==> src/rtl/serial_subtractor_pkg.sv <==
// Shared definitions for the serial subtractor.
//   state_t       : FSM state encoding (IDLE / RUN / DONE)
//   DEFAULT_WIDTH : default operand/result width
package serial_subtractor_pkg;

  localparam int DEFAULT_WIDTH = 8;

  typedef enum logic [1:0] {
    IDLE = 2'd0,
    RUN  = 2'd1,
    DONE = 2'd2
  } state_t;

endpackage

==> src/rtl/full_sub.sv <==
// One-bit full subtractor, computing a - b - bin.
// It is built from two half subtractors and an OR gate that merges
// their borrows.
//   a    : minuend bit
//   b    : subtrahend bit
//   bin  : borrow in
//   d    : difference bit
//   bout : borrow out
module full_sub (
  input  logic a,
  input  logic b,
  input  logic bin,
  output logic d,
  output logic bout
);

  logic hs1_d;
  logic hs1_b;
  logic hs2_b;

  // First half subtractor: a - b
  assign hs1_d = a ^ b;
  assign hs1_b = ~a & b;

  // Second half subtractor: (a - b) - bin
  assign d     = hs1_d ^ bin;
  assign hs2_b = ~hs1_d & bin;

  assign bout  = hs1_b | hs2_b;

endmodule

==> src/rtl/serial_subtractor.sv <==
// Bit-serial subtractor. It processes one bit per clock, LSB first.
//   clk        : clock
//   rst        : synchronous active-high reset
//   start      : begin an operation (sampled only in IDLE)
//   a, b       : operands, captured on the accepted start edge
//   diff       : a - b mod 2^WIDTH (registered)
//   borrow_out : 1 iff a < b unsigned (registered)
//   busy       : high while in RUN
//   done       : one-cycle pulse; results valid from this cycle on
//
// state | meaning
// IDLE  | waiting for start; results held
// RUN   | one bit processed per cycle, WIDTH cycles
// DONE  | done pulse, final borrow visible; back to IDLE
module serial_subtractor
  import serial_subtractor_pkg::*;
#(
  parameter int WIDTH = DEFAULT_WIDTH
) (
  input  logic             clk,
  input  logic             rst,
  input  logic             start,
  input  logic [WIDTH-1:0] a,
  input  logic [WIDTH-1:0] b,
  output logic [WIDTH-1:0] diff,
  output logic             borrow_out,
  output logic             busy,
  output logic             done
);

  localparam int CW = $clog2(WIDTH + 1);
  localparam logic [CW-1:0] LAST_CNT = CW'(WIDTH - 1);

  state_t           state_q, state_d;
  logic [WIDTH-1:0] a_q, a_d;
  logic [WIDTH-1:0] b_q, b_d;
  logic [WIDTH-1:0] res_q, res_d;
  logic             bor_q, bor_d;
  logic             bout_q, bout_d;
  logic [CW-1:0]    cnt_q, cnt_d;

  logic bit_d;
  logic bit_b;

  full_sub u_full_sub (
    .a    (a_q[0]),
    .b    (b_q[0]),
    .bin  (bor_q),
    .d    (bit_d),
    .bout (bit_b)
  );

  always_comb begin
    state_d = state_q;
    a_d     = a_q;
    b_d     = b_q;
    res_d   = res_q;
    bor_d   = bor_q;
    bout_d  = bout_q;
    cnt_d   = cnt_q;

    case (state_q)
      IDLE: begin
        if (start) begin
          a_d     = a;
          b_d     = b;
          res_d   = '0;
          bor_d   = 1'b0;
          bout_d  = 1'b0;
          cnt_d   = '0;
          state_d = RUN;
        end
      end
      RUN: begin
        // The difference bit enters at the MSB. After WIDTH shifts the
        // LSB of the result sits at bit 0. A shift is used here instead
        // of a concatenation so that WIDTH=1 also works.
        res_d = (res_q >> 1) | (WIDTH'(bit_d) << (WIDTH - 1));
        a_d   = a_q >> 1;
        b_d   = b_q >> 1;
        bor_d = bit_b;
        cnt_d = cnt_q + CW'(1);
        if (cnt_q == LAST_CNT) begin
          // borrow_out is registered, so it is valid in the DONE cycle.
          bout_d  = bit_b;
          state_d = DONE;
        end
      end
      DONE: begin
        state_d = IDLE;
      end
      default: begin
        state_d = IDLE;
      end
    endcase
  end

  always_ff @(posedge clk) begin
    if (rst) begin
      state_q <= IDLE;
      a_q     <= '0;
      b_q     <= '0;
      res_q   <= '0;
      bor_q   <= 1'b0;
      bout_q  <= 1'b0;
      cnt_q   <= '0;
    end else begin
      state_q <= state_d;
      a_q     <= a_d;
      b_q     <= b_d;
      res_q   <= res_d;
      bor_q   <= bor_d;
      bout_q  <= bout_d;
      cnt_q   <= cnt_d;
    end
  end

  assign diff       = res_q;
  assign borrow_out = bout_q;
  assign busy       = (state_q == RUN);
  assign done       = (state_q == DONE);

endmodule

==> config.mk <==
export PLATFORM = sky130hd
export DESIGN_NAME = serial_subtractor
export DESIGN_NICKNAME = d
export VERILOG_FILES = /design/src/rtl/serial_subtractor_pkg.sv /design/src/rtl/full_sub.sv /design/src/rtl/serial_subtractor.sv
export SDC_FILE = /design/constraint.sdc
export NUM_CORES = 1
export LEC_CHECK = 0
export CAP_MARGIN = 10
export CORE_MARGIN = 4
export CORE_UTILIZATION = 50
export DETAILED_ROUTE_END_ITERATION = 8
export GPL_ROUTABILITY_DRIVEN = 0
export MAX_ROUTING_LAYER = met4
export PLACE_DENSITY = 0.78
export SYNTH_ARGS = -nofsm -noshare
export SYNTH_HDL_FRONTEND = slang
export SYNTH_HIERARCHICAL = 1
export SYNTH_SLANG_ARGS = --single-unit
==> constraint.sdc <==
create_clock -name clk -period 2.4 [get_ports clk]
set_input_delay 0.48 -clock clk [delete_from_list [all_inputs] [get_ports clk]]
set_output_delay 0.48 -clock clk [all_outputs]
set_load 0.01 [all_outputs]
# Word-level counts from Yosys, hierarchy flattened
# Cells that the tools add are included.
# Widths: inputs -> output; s select.
totals:
  ram_bits: 0
  reg_bits: 32
  latch_bits: 0
  mem_count: 0
  romBits: 0
  in_bits: 19
  wordCells: 41
op_classes:
  eq_ne: 5
  n_shift: 0
  reduce_logical: 5
  div: 0
  muxes: 15
  multipliers: 0
  n_bitwise: 8
  addsub: 1
  magnitude_cmp: 0
op_table:
  columns: ["op", "n"]
  rows:
  - ["$pmux 8 s2", 3]
  - ["$mux 8", 3]
  - ["$or 7x8->8", 1]
  - ["$pmux 4 s2", 1]
  - ["$add 4x1->4 const B", 1]
  - ["$eq 4x3->1 const B", 1]
  - ["$mux 2", 2]
  - ["$mux 4", 1]
  - ["$pmux 1 s2", 2]
  - ["$pmux 2 s2", 1]
  - ["$reduce_and 2->1", 2]
  - ["$reduce_and 3->1", 1]
  - ["$and 1x1->1", 2]
  - ["$eq 2x1->1 const B", 1]
  - ["$eq 2x2->1 const B", 1]
  - ["$logic_not 2->1", 1]
  - ["$mux 1", 2]
  - ["$ne 2x1->1 const B", 1]
  - ["$ne 2x2->1 const B", 1]
  - ["$not 1->1", 2]
  - ["$reduce_bool 2->1", 1]
  - ["$xor 1x1->1", 2]
  - ["$or 1x1->1", 1]

# Longest topological paths before layout
depth:
  depth_word: 6
  mapped_depth: 6

# By module
# Netlist, hierarchy kept.
modules_own_cells:
  columns: ["mod", "cells_each", "seq_area_each_um2", "area_per_inst_um2", "n_inst"]
  rows:
  - ["serial_subtractor", 174, 640.6, 1445.1, 1]
  - ["full_sub", 4, 0.0, 31.3, 1]

# Worst setup path after synthesis
# No wires, ideal clock.
synth_timing:
  path_kind: "register to output"
  from: "reg state_q[1]"
  to: "out done"
  slack_ps: 1002
  required_time_ps: 1920
  path_buffers: 2
  path_stages_with_launch: 4
  arrival_ps: 918
  path_cell_list: "dfxtp_1 > buf_2 > buf_2 > nor2b_1"
synth_via:
  elab_chain_cells: 1
synth_rtl:
  columns: ["element", "line", "source"]
  rows:
  - ["start: declaration", "serial_subtractor.sv:34", "state_t state_q, state_d;"]
  - ["start signal: assignment", "serial_subtractor.sv:108", "state_q <= state_d;"]
  - ["$eq 2x2->1", "serial_subtractor.sv:121", "assign done = (state_q == DONE);"]
  - ["end: declaration", "serial_subtractor.sv:28", "output logic done"]
# Every way passes these cells.

# Worst setup path in the final report
layout_timing:
  from: "reg state_q[1]"
  to: "out busy"
layout_via:
  elab_chain_cells: 1
layout_rtl:
  columns: ["element", "line", "source"]
  rows:
  - ["$eq 2x1->1", "serial_subtractor.sv:120", "assign busy = (state_q == RUN);"]
  - ["end: declaration", "serial_subtractor.sv:27", "output logic busy,"]
# Every way passes these cells.

==> summary.md <==
| Metric | Value |
|---|---|
| Status | completed |
| Static leakage | 0.704 nW |
| CTS Buf Count | 5 |
| Count of final hold-check violations | 0 |
| Distinct cells, synth | 31 |
| Core Region | 0.00278 sq mm |
| DPL Wire Length | 2.28 mm |
| Final wirelength | 3.25 mm |
| Initial antenna violation count | 0 |
| Pins over their slew limit | 0 |
| Clk_skew | 0.00512 ns |
| Pwr dens | 582 mW/mm^2 |
| Multi-input gate area | 706 sq um |
| Vias/cell | 5.54 |
| Die height | 62.3 um |
| Post-Synthesis Cells | 178 |
| Die W | 62.3 um |
| IO Count | 30 |
| # Post-CTS Setup Buffers | 0 |
| Unrepaired setup endpoints after global routing | no |
| PortBufs | 29 |
| Max Cap Viol | 0 |
| Die ar. | 0.00389 sq mm |
| Seq/Total Area, Yosys | 43.4% |
| Critical path required time | 1.92 ns |
| CP Capture Type | primary output |
| Htree depth | 2 |
| Drc violations | 0 |
| CTS clock-pin slew for the worst setup and hold paths | 0.09 ns |
| Largest net degree at the start of global routing | 21 |
| Final period utilization | 92.5% |
| Drt first pass iters | 4 |
| Worst-margin pin slew | 0.599 ns |
| Final setup TNS | 0 ns |
| Worst path arrival time | 1.74 ns |
| Final hold slack | 0.498 ns |
| Fmax | 450 MHz |
| Most frequent cells in the layout | 32 x dfxtp_1, 31 x nor2_1, 29 x clkdlybuf4s50_1, 23 x a21oi_1, 11 x nand2_1 |
| Startpoint Class | flip-flop |
| Hold Buf Count CTS | 0 |
| CTS tree | done |
| Post-Syn Area | 0.00148 sq mm |
| Clock sinks | 32 |
| GR Util All Layers | 18.4% |
| Mean routed wirelength per cell | 13.8 um |
| Slew headroom | 59.9% |
| Clk root buf | clkbuf_4 |
| Worst-Skew Late Latency | 0.33 ns |
| Crit path max fanout | 15 |
| Tmin final | 2.22 ns |
| Commonest non-fill, non-tap cell in the layout | dfxtp_1 |
| # fillers | 248 |
| Register Area | 641 sq um |
| First-pass GRT wire length | 5.73 mm |
| Rows | 19 |
| Iteration-0 DRC Markers | 79 |
| Clock buffer depth | 2 |
| Critical path class | flip-flop to primary output |
| Share of layout cells above drive strength 1 | 11.2% |
| Vias in the first global route | 1277 |
| Setup violators final | 0 |
| Peak supply drop | 545 uV |
| Synth-to-Final Area Change | 23.1% |
| Synth warn | 6 |
| Syn avg cell area | 8.29 sq um |
| Final antenna-violating net count | 0 |
| Initial Util | 53.1% |
| Syn Nets | 199 |
| ANT cells | 0 |
| Hold WC Path Type | flip-flop to flip-flop |
| Cts repair resizes | 0 |
| Nets@finish | 225 |
| Grt ovf | 0 |
| Via count | 1308 |
| Synth Register Bits | 32 |
| Reg2reg setup slack | 0.85 ns |
[Yosys cell counts, drive strengths merged]
cell | n | area, sq um
ha | 1 | 12.5
a31oi | 2 | 12.5
and3b | 1 | 8.76
nand2 | 11 | 41.3
fa | 1 | 20.0
a21oi | 23 | 115
o221a | 6 | 67.6
o21ai | 1 | 5.00
or3b | 2 | 17.5
dfxtp | 32 | 641
buf | 12 | 77.6
nor3 | 3 | 15.0
clkbuf | 4 | 15.0
inv | 10 | 37.5
o21bai | 1 | 11.3
o22ai | 2 | 12.5
a211oi | 8 | 60.1
or2 | 1 | 6.26
a22oi | 10 | 75.1
o21ba | 1 | 10.0
nor2 | 31 | 116
nand2b | 3 | 26.3
nor2b | 5 | 31.3
nand3 | 4 | 20.0
nand3b | 1 | 7.51
or3 | 1 | 6.26
nor3b | 1 | 7.51
[metal layers]
metal | vias to the layer above | global-route usage, % | wire length [um]
met5 | - | - | 0
met4 | 0 | 7.43 | 45
met3 | 5 | 5.77 | 143
met2 | 21 | 29.4 | 1580
met1 | 616 | 21.3 | 1480
li1 | 666 | - | -
[cell families after synthesis]
logic type,count (synthesis),synth area share [%]
buffers and inverters,26,8.81
adder cells (fa/ha/maj),2,2.20
AO/OA/AOI/OAI,54,25.0
AND/OR/NAND/NOR,64,20.6
flip-flops,32,43.4
[worst max-delay path, stage by stage, from the launching register on]
cell and delay [ns]:
dfxtp_1 0.57, nand2b_4 0.31, inv_2 0.05, clkdlybuf4s50_1 0.47
[state kept, by name (all words and copies together), names as in the netlist]
name,cells
cnt_q,4
borrow_out,1
bor_q,1
b_q,8
diff,8
a_q,8
state_q,2
[path summary, 6_finish.rpt]
path | cells after the start | startpoint | end
max | 3 | state_q[1] | busy
min | 2 | b_q[7] | b_q[7]
max reg2reg | 5 | state_q[1] | diff[7]
min reg2reg | 2 | b_q[7] | b_q[7]
[power by group]
group          leakage [nW]  internal (mW)  total [mW]  switching, mW
sequential            0.262          0.559       0.580         0.0210
clock                0.0326          0.144       0.319          0.174
combinational         0.409         0.0801       0.159         0.0792
total                 0.704          0.783        1.06          0.275
[through the flow]
step	std cells	setup WS, ns	utilization, %	instance area, sq um	power, mW
after CTS	236	0.196	65.3	1820	1.07
final	236	0.180	65.3	1820	1.06
after global routing	236	0.120	65.3	1820	1.11
after detailed placement	228	0.558	63.2	1760	0.751
after floorplan	178	1.00	-	1480	0.696
after global placement	228	0.559	63.2	1760	0.742
[final cells by class]
class / count / area share (%)
Tap cell: 31 / 2.13
Multi-Input combinational cell: 120 / 38.8
Timing Repair Buffer: 35 / 18.5
Sequential cell: 32 / 35.3
Clock buffer: 8 / 3.24
Inverter: 10 / 2.07
Power figures use the tool's default switching activity.
